### config.mk
export PLATFORM = sky130hd
export DESIGN_NAME = audio_level_meter
export DESIGN_NICKNAME = d
export VERILOG_FILES = /design/src/rtl/audio_level_meter.sv
export SDC_FILE = /design/constraint.sdc
export NUM_CORES = 1
export LEC_CHECK = 0
export BUFFER_PORTS_ARGS = -buffer_cell sky130_fd_sc_hd__buf_2
export CORE_ASPECT_RATIO = 2
export CORE_MARGIN = 2
export CORE_UTILIZATION = 30
export DETAILED_ROUTE_END_ITERATION = 8
export PLACE_DENSITY_LB_ADDON = 0.2
export SYNTH_ARGS = -nofsm -noshare
export SYNTH_HDL_FRONTEND = slang
export SYNTH_SLANG_ARGS = --single-unit
### constraint.sdc
create_clock -name clk -period 14.3 [get_ports clk]
set_clock_uncertainty 0.05 [all_clocks]
set_input_delay 2.86 -clock clk [delete_from_list [all_inputs] [get_ports clk]]
set_output_delay 2.86 -clock clk [all_outputs]
set_load 0.05 [all_outputs]
### src/rtl/audio_level_meter.sv
`default_nettype none
// ============================================================================
// audio_level_meter: windowed mean-magnitude LED meter with bar/dot display
// and peak hold.  Rev 1.0
// ============================================================================
module audio_level_meter #(
  parameter int SAMPLE_W  = 8,
  parameter int LOG2_WIN  = 8,
  parameter int NUM_LEDS  = 8,
  parameter int PEAK_HOLD = 4
) (
  input  logic                       clk,
  input  logic                       reset,
  input  logic                       sample_valid,
  input  logic signed [SAMPLE_W-1:0] sample,
  input  logic                       mode,
  input  logic                       peak_en,
  output logic [NUM_LEDS-1:0]        led,
  output logic [SAMPLE_W-1:0]        level,
  output logic                       level_valid
);

  localparam int ACC_W  = SAMPLE_W + LOG2_WIN;
  localparam int IDX_W  = $clog2(NUM_LEDS + 1);
  localparam int HOLD_W = (PEAK_HOLD < 1) ? 1 : $clog2(PEAK_HOLD + 1);
  localparam logic [LOG2_WIN-1:0] C_CNT_LAST = '1;

  typedef enum logic [1:0] {
    ST_IDLE  = 2'd0,
    ST_QUANT = 2'd1,
    ST_SHOW  = 2'd2
  } state_t;

  // Stage 1: magnitude
  logic [SAMPLE_W-1:0] sample_u;
  logic [SAMPLE_W-1:0] mag_d, mag_q;
  logic                mag_vld_d, mag_vld_q;

  // Stage 2: accumulate and window boundary
  logic [ACC_W-1:0]    acc_d, acc_q, acc_sum;
  logic [LOG2_WIN-1:0] cnt_d, cnt_q;
  logic [SAMPLE_W-1:0] mean_d, mean_q;
  logic                win_done;

  // Update FSM
  state_t              state_d, state_q;
  logic [IDX_W-1:0]    seg_n;
  logic [IDX_W-1:0]    n_d, n_q;
  logic [IDX_W-1:0]    p_d, p_q;
  logic [HOLD_W-1:0]   h_d, h_q;
  logic                mode_d, mode_q;
  logic                pk_d, pk_q;
  logic [NUM_LEDS-1:0] led_pat;
  logic [NUM_LEDS-1:0] led_d, led_q;
  logic [SAMPLE_W-1:0] level_d, level_q;
  logic                level_valid_d, level_valid_q;

  assign sample_u = sample;

  // Two's complement negate without saturation: the most negative value
  // wraps to 2^(SAMPLE_W-1), which is exactly its unsigned magnitude.
  always_comb begin
    mag_vld_d = sample_valid;
    mag_d     = mag_q;
    if (sample_valid) begin
      mag_d = sample_u[SAMPLE_W-1] ? (~sample_u + SAMPLE_W'(1)) : sample_u;
    end
  end

  always_comb begin
    acc_sum  = acc_q + ACC_W'(mag_q);
    win_done = mag_vld_q && (cnt_q == C_CNT_LAST);
    acc_d    = acc_q;
    cnt_d    = cnt_q;
    mean_d   = mean_q;
    if (mag_vld_q) begin
      cnt_d = cnt_q + LOG2_WIN'(1);
      if (win_done) begin
        // Last sample is folded into the mean; next window starts from zero.
        acc_d  = '0;
        mean_d = acc_sum[ACC_W-1:LOG2_WIN];
      end else begin
        acc_d = acc_sum;
      end
    end
  end

  // Lowest segment always lit; each further segment doubles the threshold.
  always_comb begin
    seg_n = IDX_W'(1);
    for (int j = 1; j < NUM_LEDS; j++) begin
      if ((mean_q >> (SAMPLE_W - NUM_LEDS + j)) != '0) begin
        seg_n = seg_n + IDX_W'(1);
      end
    end
  end

  always_comb begin
    for (int i = 0; i < NUM_LEDS; i++) begin
      if (mode_q) begin
        led_pat[i] = (i == NUM_LEDS - int'(n_q));
      end else begin
        led_pat[i] = (i >= NUM_LEDS - int'(n_q));
      end
      if (pk_q && (p_q != '0) && (i == NUM_LEDS - int'(p_q))) begin
        led_pat[i] = 1'b1;
      end
    end
  end

  always_comb begin
    state_d       = state_q;
    n_d           = n_q;
    p_d           = p_q;
    h_d           = h_q;
    mode_d        = mode_q;
    pk_d          = pk_q;
    led_d         = led_q;
    level_d       = level_q;
    level_valid_d = 1'b0;
    unique case (state_q)
      ST_IDLE: begin
        if (win_done) begin
          state_d = ST_QUANT;
        end
      end
      ST_QUANT: begin
        n_d    = seg_n;
        mode_d = mode;
        pk_d   = peak_en;
        if (seg_n >= p_q) begin
          p_d = seg_n;
          h_d = HOLD_W'(PEAK_HOLD);
        end else if (h_q == '0) begin
          p_d = p_q - IDX_W'(1);
        end else begin
          h_d = h_q - HOLD_W'(1);
        end
        state_d = ST_SHOW;
      end
      ST_SHOW: begin
        led_d         = led_pat;
        level_d       = mean_q;
        level_valid_d = 1'b1;
        state_d       = ST_IDLE;
      end
      default: begin
        state_d = ST_IDLE;
      end
    endcase
  end

  always_ff @(posedge clk) begin
    if (reset) begin
      mag_q         <= '0;
      mag_vld_q     <= 1'b0;
      acc_q         <= '0;
      cnt_q         <= '0;
      mean_q        <= '0;
      state_q       <= ST_IDLE;
      n_q           <= '0;
      p_q           <= '0;
      h_q           <= '0;
      mode_q        <= 1'b0;
      pk_q          <= 1'b0;
      led_q         <= '0;
      level_q       <= '0;
      level_valid_q <= 1'b0;
    end else begin
      mag_q         <= mag_d;
      mag_vld_q     <= mag_vld_d;
      acc_q         <= acc_d;
      cnt_q         <= cnt_d;
      mean_q        <= mean_d;
      state_q       <= state_d;
      n_q           <= n_d;
      p_q           <= p_d;
      h_q           <= h_d;
      mode_q        <= mode_d;
      pk_q          <= pk_d;
      led_q         <= led_d;
      level_q       <= level_d;
      level_valid_q <= level_valid_d;
    end
  end

  assign led         = led_q;
  assign level       = level_q;
  assign level_valid = level_valid_q;

endmodule
`default_nettype wire

==> results list, run 1 <==
- For the pin with the worst max-slew slack, the measured transition is around 0.96 ns.
- Among all cell types in the netlist, the one instantiated most often is dfxtp_1.
* Commonest cells in the synthesized netlist: dfxtp_1, nor2_1, nand2_1
* Total Die Area: ~16000 um^2
- Sorting the synthesized cells by area gives the leading types as dfxtp_1, ha_1, nor2_1, a21oi_1, nand2_1.
- A synthesized cell averages approximately 8.1 um^2.
- Starting density of the core: 0.303
- Layout-stage area growth over the synthesis result: 12.5%
* Width of the die: 90.3 um
* TritonCTS Sinks: 73
- Entering global routing, the biggest net connects 57 pins.
- The critical path crosses 22 cells after its start point.
- Max-Slew Margin vs Limit: 0.359
* Clock Latency Late Sink: 0.34 ns
- Buffers & Inverters on Critical Path: 2
- Registers take ~1500 um^2.
- Summed over all failing endpoints, the final setup total negative slack is 0 ns.
* Net switching fraction of the power: 0.255
- STA classifies the critical path endpoint as a flop.
- Required @ worst endpoint: roughly 15 ns
- Hold repair after CTS inserted 0 buffers.
* Count of mapped cells out of synthesis: roughly 550
* Post-CTS setup buffer count: 0
* EDFF count, synth: 0
* Average wire per standard cell: approximately 14 um
- Overall power consumption after layout is estimated at between 400 and 500 uW.
* Final net count: slightly above 600
* Dominant delay contributor by cell family on the critical path: simple AND/OR/NAND/NOR gates
* Antenna diode count: 0
- Number of buffers created by CTS: 9
- Number of cells on the worst reg-to-reg path: 22
- Cells resized by post-CTS repair: 0
- Via count of the first global-routing pass: between 3k and 4k
* Final global-route overflow total: 0
- Synthesized area: approximately 4500 um^2
* Max Slew Vio Count: 0
- The worst-case IR drop observed on VDD is between 40 and 50 uV.
- Final cycle utilization of the critical path: 0.386
* Die boundary height: between 150 and 200 um
- Global-route wire length before repair: 18400 um
* Part of the total power dissipated in sequential elements: 0.460
- Post-Place Setup Slack: 8.81 ns
* Multi-input gate area in the final layout: 2780 um^2
- Slowest-stage cell, CP: or4_1
* Total power per unit cell area: about 90 nW/um^2
- Final number of hold-violating endpoints: 0
- Core Box Area: 14700 um^2
- Across the run, the number of max-cap violations was 0.
* Clock network power share: 0.485
* Number of search-and-repair iterations in the first detailed-routing pass: 4
* Instance count along the most critical hold path: 2
* Total via count in the routed design: between 3k and 4k
- Unrepaired setup endpoints after global routing: false
- For this run, the top clock speed supported by timing is ~180 MHz.
- Using the TritonRoute via totals, the vias-per-cell ratio works out to 5.06.
* Maximum clock insertion buffer count: 2
- The share of total power dissipated in combinational logic is 0.055.
* Minimum period implied by the final worst setup slack: roughly 5.5 ns
- Setup violations remaining at the end of the flow were counted as 0.
* Ys Warns: 0
- The signal on the critical path passes through or4_1 -> or3_1 -> inv_2 -> nand2b_1 -> inv_2 -> fa_1 -> xor2_1 -> ha_1 -> xor2_1 -> nand2_1 -> nand2_1 -> ha_1 -> nand2_1 -> o31ai_1 -> mux2_4 -> ha_1 -> o21a_1 -> nor2_1 -> a21oi_2 -> nor2_1 -> nand3_1 -> a311oi_2.
* Path type of the worst min-delay path: flop to flop
- The internal power of the cells totals around 340 uW.
* Post-synth cell types: 68
* Type of origin of the critical path: flop
- Pin placement for this block handled 30 I/O pins.
* Post-detailed-route DRC marker count: 0
* Number of DRC violations after detailed-routing iteration 0: ~180
- Aggregate global-route resource usage: 0.142
* Total nets after synthesis: around 600
* Arrival time at the worst endpoint: ~5.7 ns
- The share of the Yosys chip area taken by registers is 0.327.
- For this run, the slowest stage of the critical path takes 0.71 ns.
* Final critical-path setup slack: approximately 9 ns
* FILL cells: roughly 1.6k
* Total wirelength of the detailed-routed design: 10700 um
- Seq cells post-synth: 73
* Share of cells above drive strength 1: 0.123
- Post-synthesis async set-or-reset flop share: 0
- The share of synthesized area in the top cell type comes to 0.327.
* Cell taking the most area after synthesis: dfxtp_1
- In the synthesized netlist the dominant register cell turns out to be dfxtp_1.
- TritonCTS built the clock tree.
* Worst-path clk slew: about 0.060 ns
* Cell leakage power: about 0.0019 uW
- Startpoint-to-endpoint class of the critical path: flop to flop
- Antenna violations before repair: 0
- The detail route stage leaves a number of antenna-violating nets equal to 0.
- Number of levels the H-tree was split into: 3
- In this run the clock root is driven by a clkbuf_16.
- Outcome: finished, final reports clean
- Critical-path maximum fanout: 9
* Detailed placer's ending HPWL: around 8000 um
- The floorplan has 63 rows.
- Input and output buffers added on the ports amount to 29.
- Setup slack on the worst reg-to-reg path comes out at around 9 ns.
- Final weighted congestion in routability-driven placement: 0.919
- For this design the total switching power over the nets is 115 uW.
[through the flow]
| stage | util | instances | area [um^2] | hold WS (ns) |
|---|---|---|---|---|
| CTS | 0.341 | 764 | 5030 | 0.408 |
| detailed placement | 0.322 | 748 | 4750 | 0.398 |
| finish | 0.341 | 764 | 5030 | 0.404 |
| global placement | 0.322 | 748 | 4750 | 0.395 |
| global route | 0.341 | 764 | 5030 | 0.435 |
| floorplan | - | 549 | 4470 | 0.377 |
[flip-flops by register name, indices dropped and copies added, names as in the netlist]
| signal | flops |
|---|---|
| level | 8 |
| p_q | 4 |
| cnt_q | 8 |
| acc_q | 16 |
| led | 8 |
| mag_vld_q | 1 |
| h_q | 3 |
| n_q | 4 |
| pk_q | 1 |
| level_valid | 1 |
| mag_q | 8 |
| state_q | 2 |
| mode_q | 1 |
| mean_q | 8 |
[per-layer routing]
metal,vias up,wire [um],track usage
met5,-,0,0
met4,0,275,0.0571
met3,18,289,0.0230
met2,74,5940,0.277
met1,1798,4210,0.147
li1,1975,-,-
[power groups by stage]
stage | combinational, uW | clock [uW] | sequential (uW)
CTS | 25.6 | 227 | 208
finish | 25.1 | 220 | 208
floorplan | 18.8 | 0 | 212
detailed placement | 25.5 | 0 | 213
global route | 28.8 | 237 | 209
global placement | 25.0 | 0 | 213
[final cells by class]
class / instances / area share
Timing Repair Buffer: 33 / 0.0348
Clock buffer: 9 / 0.0448
Clock inverter: 7 / 0.0119
Sequential cell: 73 / 0.290
Inverter: 24 / 0.0179
Multi-Input combinational cell: 423 / 0.552
Tap cell: 195 / 0.0485
[cell usage in the layout, fill, tap and decap left out, types with 6 or more instances in the layout]
cell,instances
nand3_1,27
ha_1,31
dfxtp_1,73
nand2b_1,25
buf_2,29
o21ai_1,8
clkbuf_16,9
or3_1,9
or4_1,7
inv_1,19
a211oi_1,15
nor3_1,10
nor2b_1,8
o21ai_0,10
xnor2_1,12
a21oi_1,38
inv_6,6
nand2_1,49
a31oi_1,11
nor2_1,62
a311oi_1,9
xor2_1,19
[worst min-delay path: cells and delay by family, from the launching register on]
| family | cells | cell delay (ns) |
|---|---|---|
| flip-flops | 1 | 0.31 |
| AND/OR/NAND/NOR | 1 | 0.05 |
| AO/OA/AOI/OAI | 1 | 0.05 |
[cell families after synthesis]
group	synth area share
AOI/OAI and AO/OA	0.191
and+or+nand+nor	0.256
muxes	0.0171
DFF	0.327
buffers and inverters	0.0529
adders and majority gates	0.0957
xor gates and xnor gates	0.0607
[path summary, 6_finish.rpt]
path	start	endpoint
worst max-delay path	mean_q[4]	p_q[2]
worst min-delay path	level[3]	level[3]
worst max register to register	mean_q[4]	p_q[2]
worst min register to register	level[3]	level[3]
(Power assumes the default switching activity.)
==> run 2, diff against run 1 <==
--- a/config.mk
+++ b/config.mk
@@ -5,6 +5,7 @@
 export SDC_FILE = /design/constraint.sdc
 export NUM_CORES = 1
 export LEC_CHECK = 0
+export ABC_AREA = 1
 export BUFFER_PORTS_ARGS = -buffer_cell sky130_fd_sc_hd__buf_2
 export CORE_ASPECT_RATIO = 2
 export CORE_MARGIN = 2
==> constraint.sdc (replaced) <==
create_clock -name clk -period 5.6 [get_ports clk]
set_clock_uncertainty 0.05 [all_clocks]
set_input_delay 1.12 -clock clk [delete_from_list [all_inputs] [get_ports clk]]
set_output_delay 1.12 -clock clk [all_outputs]
set_load 0.05 [all_outputs]
==> results list, run 2 <==
- The worst hold path depth was 1 (was 2).
- Arrival time at the worst endpoint: 5.41 ns (was 5.72 ns)
- Maximum clock insertion buffer count: 2 (unchanged)
* Total Die Area: 15500 um^2 (was 16000 um^2)
- Final net count: 689 (was 610)
* Cell types occupying the most area after synthesis: dfxtp_1, nand2_1, ha_1, inv_1, a21oi_1 (was dfxtp_1, ha_1, nor2_1, a21oi_1, nand2_1)
- EDFF count, synth: 0 (unchanged)
- The detailed placer's ending HPWL was 8540 um (was 7940 um).
- The async set-or-reset flop fraction in the synthesized netlist was 0 (unchanged).
- The count of synthesis-stage warnings from yosys is 0 (unchanged).
* Critical-path maximum fanout: 10 (was 9)
- Worst reg2reg path endpoint: p_q[0] (was p_q[2])
- Starting density of the core: 0.305 (was 0.303)
- Number of DRC violations after detailed-routing iteration 0: 173 (was 183)
- Synth Area in Adders: 0.101 (was 0.0957)
- The post-synthesis share of cell area spent on xor and xnor gates was 0.0400 (was 0.0607).
- The share of final-layout standard cells stronger than drive strength 1 is 0.125 (was 0.123).
- Register with the most flip-flops: acc_q (unchanged)
- Total chip power: 1190 uW (was 453 uW)
* Fraction of the mapped netlist area in simple logic gates: 0.268 (was 0.256)
* Timing-limited maximum frequency: 192 MHz (was 181 MHz)
- Commonest cells in the synthesized netlist: nand2_1, inv_1, dfxtp_1 (was dfxtp_1, nor2_1, nand2_1).
- The minimum setup slack among reg-to-reg paths was 0.38 ns (was 8.78 ns).
* Type of origin of the critical path: flop (unchanged)
- The I/O pin total was 30 (unchanged).
- The number of buffers added by the clock tree synthesis step came to 9 (unchanged).
* Required @ worst endpoint: 5.80 ns (was 14.50 ns)
- The post-synthesis net count is 660 (was 595).
- The source of the worst hold timing path was state_q[0] (was level[3]).
- The core footprint is 14300 um^2 (was 14700 um^2).
- Final weighted congestion in routability-driven placement: 1.03 (was 0.919)
- The cell with the largest stage delay on the worst path was fa_1 (was or4_1).
* Net switching fraction of the power: 0.236 (was 0.255)
- The post-synthesis sequential element count came to 73 (unchanged).
- The relative area change from synthesis to final layout is 15.1% (was 12.5%).
* Cell taking the most area after synthesis: dfxtp_1 (unchanged)
- The max-cap violation count was 0 (unchanged).
* Primary FF master, synth: dfxtp_1 (unchanged)
- The root cell of the clock tree is clkbuf_16 (unchanged).
* Multiplexer share of the synthesized area: 0 (was 0.0171)
- The clock period minus worst slack was 5.22 ns (was 5.52 ns).
* Post-CTS setup buffer count: 0 (unchanged)
- The number of antenna violations at the first check in global routing is 0 (unchanged).
* Number of cells on the worst reg-to-reg path: 28 (was 22)
- Cell internal pwr: 908 uW (was 338 uW)
- The final max-slew violation count was 0 (unchanged).
* Number of levels the H-tree was split into: 3 (unchanged)
- The number of hold violations in the final report came to 0 (unchanged).
- The cell with the most instances after synthesis is nand2_1 (was dfxtp_1).
- The power density normalized to cell area came to 237 nW/um^2 (was 90.1 nW/um^2).
- The via count of the first global-routing pass came to 3902 (was 3756).
- Share of the synthesized area in compound gates (AO/OA/AOI/OAI): 0.169 (was 0.191)
- Part of the total power dissipated in sequential elements: 0.449 (was 0.460)
- Total via count in the routed design: 4009 (was 3865)
- The number of nets still failing antenna checks after routing came to 0 (unchanged).
- The area share of the leading cell type in the synthesized netlist is 0.336 (was 0.327).
- The mean post-synth cell area is 7.10 um^2 (was 8.15 um^2).
- Post-synth cell types: 43 (was 68)
* Type of destination of the critical path: flop (unchanged)
- Endpoint with the worst hold slack: state_q[0] (was level[3])
- Total wirelength of the detailed-routed design: 11100 um (was 10700 um)
- The startpoint of the worst-slack reg-to-reg timing path is mean_q[7] (was mean_q[4]).
- The length of the first detailed-routing pass in iterations was 4 (unchanged).
- The netlist area before placement is 4350 um^2 (was 4470 um^2).
- Largest net degree at the start of global routing: 39 (was 57)
- Outcome: finished, final reports clean (unchanged).
- The actual slew at the worst max-slew pin was 1.09 ns (was 0.959 ns).
- Aggregate global-route resource usage: 0.149 (was 0.142)
* CTS tree: built (unchanged)
- The number of sinks on the clock net is 73 (unchanged).
- The count of port buffers added during placement is 29 (unchanged).
- Unrepaired setup endpoints after global routing: false (unchanged).
- Sequential cell area fraction in the yosys report: 0.336 (was 0.327)
- Clock Latency Late Sink: 0.34 ns (about the same)
- Final Setup Violations: 0 (unchanged)
- Path type of the worst min-delay path: flop to flop (unchanged)
* Die boundary height: 174 um (was 177 um)
- The type of the worst setup path is flop to flop (unchanged).
- Clock network power share: 0.499 (was 0.485)
- Switch Pwr: 281 uW (was 115 uW)
* Cell leakage power: 0.00228 uW (was 0.00187 uW)
- Row count: 62 (was 63)
- The most frequent standard cell in the layout excluding fill and tap cells was nand2_1 (was dfxtp_1).
- Number of buffers inserted by hold repair at cts: 0 (unchanged)
- The global-route wire length before repair came to 18000 um (was 18400 um).
* FILL cells: 1586 (was 1599)
* Maximum vdd ir drop: 146 uV (was 47.5 uV)
- The summed negative setup slack over all endpoints is 0 ns (unchanged).
- The delay of the slowest cell on the worst path is 0.49 ns (was 0.71 ns).
- Antenna diode count: 0 (unchanged)
- Count of mapped cells out of synthesis: 613 (was 549)
* Post-detailed-route DRC marker count: 0 (unchanged)
* Cells resized by post-CTS repair: 0 (unchanged)
* Final cycle utilization of the critical path: 0.931 (was 0.386)
- Most frequent cells in the layout: nand2_1, inv_1, dfxtp_1 (was dfxtp_1, nor2_1, nand2_1)
- The horizontal die dimension came to 89.2 um (was 90.3 um).
- Largest family of logic cells by synthesized area: simple AND/OR/NAND/NOR gates (unchanged)
- The number of vias per cell after detailed routing came to 4.78 (was 5.06).
* Max-Slew Margin vs Limit: 0.275 (was 0.359)
- Final global-route overflow total: 0 (unchanged)
- Largest register FFs: 16 (unchanged)
- The clock-pin slew of the registers on the worst-case setup and hold paths came to 0.06 ns (about the same).
- Average wire per standard cell: 13.3 um (was 14.0 um)
- Logic gate share of total power: 0.052 (was 0.055)
run 2: cell count changes after synthesis, sizes merged, moves of 7 or more:
cell / before / now
a211oi: 16 / 0
a21oi: 40 / 62
a311oi: 10 / 1
clkbuf: 19 / 8
inv: 24 / 85
nand2: 50 / 120
nand2b: 26 / 0
nand3: 28 / 39
nor2b: 8 / 0
o21ai: 18 / 50
or3: 9 / 0
or4: 7 / 0
run 2: worst max-delay path by stage:
stage | from | endpoint | slack, ns | cells past startpoint
2_1_floorplan | mean_q[7] | p_q[0] | 0.76 | 28
3_3_place_gp | mean_q[7] | p_q[0] | 0.40 | 28
3_5_place_dp | mean_q[7] | p_q[0] | 0.20 | 28
4_1_cts | mean_q[7] | p_q[0] | 0.18 | 28
5_1_grt | mean_q[7] | p_q[1] | 0.006 | 29
6_report | mean_q[7] | p_q[0] | 0.38 | 28
run 2: stage by stage:
stage                     hold slack, ns  setup WS [ns]  utilization  std cells  cell area, um^2
after global routing               0.406        0.00629        0.351        839             5010
after global placement             0.361          0.400        0.329        823             4700
after detailed placement           0.368          0.204        0.329        823             4700
final                              0.377          0.385        0.351        839             5010
after floorplan                    0.351          0.757            -        613             4350
after CTS                          0.377          0.180        0.350        839             5000
run 2: power by group through the flow:
stage / Clock [uW] / Sequential [uW] / Combinational (uW)
after global routing: 634 / 534 / 71.8
final: 593 / 534 / 62.4
after global placement: 0 / 545 / 63.5
after floorplan: 0 / 543 / 45.0
after detailed placement: 0 / 545 / 64.1
after CTS: 611 / 534 / 64.3
run 2: worst max-delay path, delay by kind of cell, from the launching register on:
family,cells,cell delay (ns)
AO/OA/AOI/OAI,4,0.51
AND/OR/NAND/NOR,15,2.27
adder cells (fa/ha/maj),4,1.31
flip-flops,1,0.40
buffers and inverters,5,0.57
run 2: cell families after synthesis:
group / after synthesis
buf+inv: 99
flops: 73
fa+ha+maj: 34
xor+xnor: 19
simple gates: 256
compound gates: 132
run 2: layout make-up:
class / instances / area, um^2 / area share
clock buffer: 10 / 239 / 0.0477
multi-input combinational: 441 / 2520 / 0.504
inverter: 87 / 327 / 0.0652
tap: 192 / 240 / 0.0480
sequential: 73 / 1460 / 0.292
timing repair buffer: 30 / 153 / 0.0305
clock inverter: 6 / 65.1 / 0.0130
run 2: routing by layer:
metal	vias up	wire, um	GRT usage
li1	2065	-	-
met2	70	6210	0.287
met4	0	478	0.0703
met5	-	0	0
met1	1838	4190	0.144
met3	36	263	0.0237
==> run 3, diff against run 2 <==
--- a/config.mk
+++ b/config.mk
@@ -11,7 +11,6 @@
 export CORE_MARGIN = 2
 export CORE_UTILIZATION = 30
 export DETAILED_ROUTE_END_ITERATION = 8
-export PLACE_DENSITY_LB_ADDON = 0.2
 export SYNTH_ARGS = -nofsm -noshare
 export SYNTH_HDL_FRONTEND = slang
 export SYNTH_SLANG_ARGS = --single-unit
==> results list, run 3 (same netlist as run 2, synthesis figures left out) <==
* Outcome: finished, final reports clean (unchanged)
- The I/O pin total came to 30 (unchanged).
- Minimum period implied by the final worst setup slack: 5.00 ns (was 5.22 ns)
- Post-DR vias/cell: 4.64 (was 4.78)
- Via count of the first global-routing pass: 3800 (was 3902)
- Unrepaired setup endpoints after global routing: false (unchanged)
- The delay of the slowest cell on the worst path came to 0.49 ns (about the same).
* Leading cell type in the layout, fill and taps excluded: nand2_1 (unchanged)
- Maximum clock insertion buffer count: 2 (unchanged)
- Aggregate global-route resource usage: 0.138 (was 0.149)
- The number of antenna violations at the first check in global routing was 0 (unchanged).
* Type of origin of the critical path: flop (unchanged)
* Register with the most flip-flops: acc_q (unchanged)
- Total via count in the routed design: 3889 (was 4009)
- Final net count: 689 (unchanged)
* Core Box Area: 14300 um^2 (unchanged)
* Number of cells on the worst reg-to-reg path: 28 (unchanged)
- The number of hold violations in the final report was 0 (unchanged).
* Cell leakage power: 0.00227 uW (was 0.00228 uW)
* Cell count after placement: 823 (unchanged)
* Number of max-capacitance violations reported: 0 (unchanged)
- The required time of the critical path was 5.79 ns (was 5.80 ns).
- Largest register FFs: 16 (unchanged)
* Total Die Area: 15500 um^2 (unchanged)
- Average wire per standard cell: 12.1 um (was 13.3 um)
- The final max-slew violation count was 0 (unchanged).
* Number of search-and-repair iterations in the first detailed-routing pass: 4 (unchanged)
* Count of buffers inserted at the top-level ports: 29 (unchanged)
- The minimum setup slack among reg-to-reg paths came to 0.60 ns (was 0.38 ns).
- Detailed placer's ending HPWL: 7780 um (was 8540 um)
- CP dominant cell by count: nand3_1
* Instance count along the most critical hold path: 1 (unchanged)
- Width of the die: 89.2 um (unchanged)
- The latest clock arrival within the worst-skew pair is 0.33 ns (was 0.34 ns).
* Row count: 62 (unchanged)
* Final weighted congestion in routability-driven placement: 0.978 (was 1.03)
* Critical-path maximum fanout: 10 (unchanged)
- The cell with the largest stage delay on the worst path is fa_1 (unchanged).
- Final Setup Violations: 0 (unchanged)
- The number of hold-repair buffers added at the cts stage is 0 (unchanged).
- The source of the worst hold timing path is state_q[0] (unchanged).
* Number of buffers created by CTS: 9 (unchanged)
- Setup Total Neg Slack: 0 ns (unchanged)
* Arrival time at the worst endpoint: 5.19 ns (was 5.41 ns)
- Worst reg2reg path endpoint: p_q[0] (unchanged)
- The sum of overflow across all layers after global routing is 0 (unchanged).
- The number of H-tree branching levels is 3 (unchanged).
* CTS tree: built (unchanged)
* Type of destination of the critical path: flop (unchanged)
- Most frequent cells in the layout: nand2_1, inv_1, dfxtp_1 (unchanged)
- Post-CTS setup buffer count: 0 (unchanged)
- The number of violations reported at the end of detailed-routing iteration 0 came to 139 (was 173).
- Total power per unit cell area: 234 nW/um^2 (was 237 nW/um^2)
* Reg2reg start: mean_q[7] (unchanged)
- Final cycle utilization of the critical path: 0.892 (was 0.931)
- The number of sinks on the clock net came to 73 (unchanged).
- Die boundary height: 174 um (unchanged)
- The peak supply drop was 132 uV (was 146 uV).
- Starting density of the core: 0.305 (unchanged)
- Final non-filler cell total: 839 (unchanged)
- Layout-stage area growth over the synthesis result: 15.1% (unchanged)
* Worst-path clk slew: 0.06 ns (about the same)
* Worst-Margin Slew: 1.06 ns (was 1.09 ns)
- The maximum number of pins on one net before global-route repair is 39 (unchanged).
- The type of the worst setup path was flop to flop (unchanged).
- The DRC violation count after routing was 0 (unchanged).
- Clock root buffer: clkbuf_16 (unchanged)
- Path type of the worst min-delay path: flop to flop (unchanged)
* Cells resized by post-CTS repair: 0 (unchanged)
* Post-route antenna net violation count: 0 (unchanged)
- The maximum frequency from static timing analysis is 200 MHz (was 192 MHz).
- The relative slew slack came to 0.293 (was 0.275).
* Endpoint with the worst hold slack: state_q[0] (unchanged)
* Share of cells above drive strength 1: 0.127 (was 0.125)
- Global-route wire length before repair: 17000 um (was 18000 um)
- Antenna diode count: 0 (unchanged)
- Total chip power: 1170 uW (was 1190 uW)
- Total wirelength of the detailed-routed design: 10200 um (was 11100 um)
[run 3: cell count changes in the layout (fill, tap and decap cells not counted)]
cell	previous run	this run
inv_2	5	6
nand2_2	10	11
inv_1	80	79
clkbuf_8	1	0
clkbuf_1	0	1
nor2_4	0	1
clkinvlp_4	1	2
clkinv_2	2	1
nor2_2	4	3
nand2_1	109	108
[run 3: worst max-delay path by stage]
stage / from / to / slack, ns
after floorplan: mean_q[7] / p_q[0] / 0.76
after global placement: mean_q[7] / p_q[0] / 0.41
after detailed placement: mean_q[7] / p_q[0] / 0.23
after CTS: mean_q[7] / p_q[0] / 0.20
after global routing: mean_q[7] / p_q[0] / 0.08
final: mean_q[7] / p_q[0] / 0.60
[run 3: through the flow]
| step | hold WS (ns) | instance area, um^2 | util | worst slack [ns] |
|---|---|---|---|---|
| after floorplan | 0.351 | 4350 | - | 0.757 |
| after global placement | 0.360 | 4700 | 0.329 | 0.407 |
| after detailed placement | 0.365 | 4700 | 0.329 | 0.233 |
| after CTS | 0.374 | 4990 | 0.350 | 0.195 |
| after global routing | 0.393 | 5010 | 0.351 | 0.0774 |
| final | 0.374 | 5010 | 0.351 | 0.602 |
[run 3: final cells by class]
| type | count | area (um^2) |
|---|---|---|
| Clock buffer | 10 | 229 |
| Sequential cell | 73 | 1460 |
| Tap cell | 192 | 240 |
| Timing Repair Buffer | 30 | 153 |
| Inverter | 87 | 327 |
| Fill cell | 1581 | 9270 |
| Multi-Input combinational cell | 441 | 2530 |
| Clock inverter | 6 | 67.6 |
[run 3: report_power, final]
part	switching (uW)	leakage [uW]	internal [uW]	total (uW)
combinational	40.1	0.00154	22.2	62.3
sequential	5.00	0.000591	528	533
clock	228	0.000139	347	574
total	273	0.00227	897	1170
[run 3: critical path: cells and delay by family (launching register included)]
kind | cells | cell delay, ns
flip-flops | 1 | 0.40
AND/OR/NAND/NOR | 15 | 2.12
adder cells (fa/ha/maj) | 4 | 1.31
AO/OA/AOI/OAI | 4 | 0.51
buffers and inverters | 5 | 0.50
[run 3: layer usage]
metal	wire (um)	track usage
met1	3870	0.132
met2	5870	0.275
met3	245	0.0223
met4	197	0.0504
met5	0	0
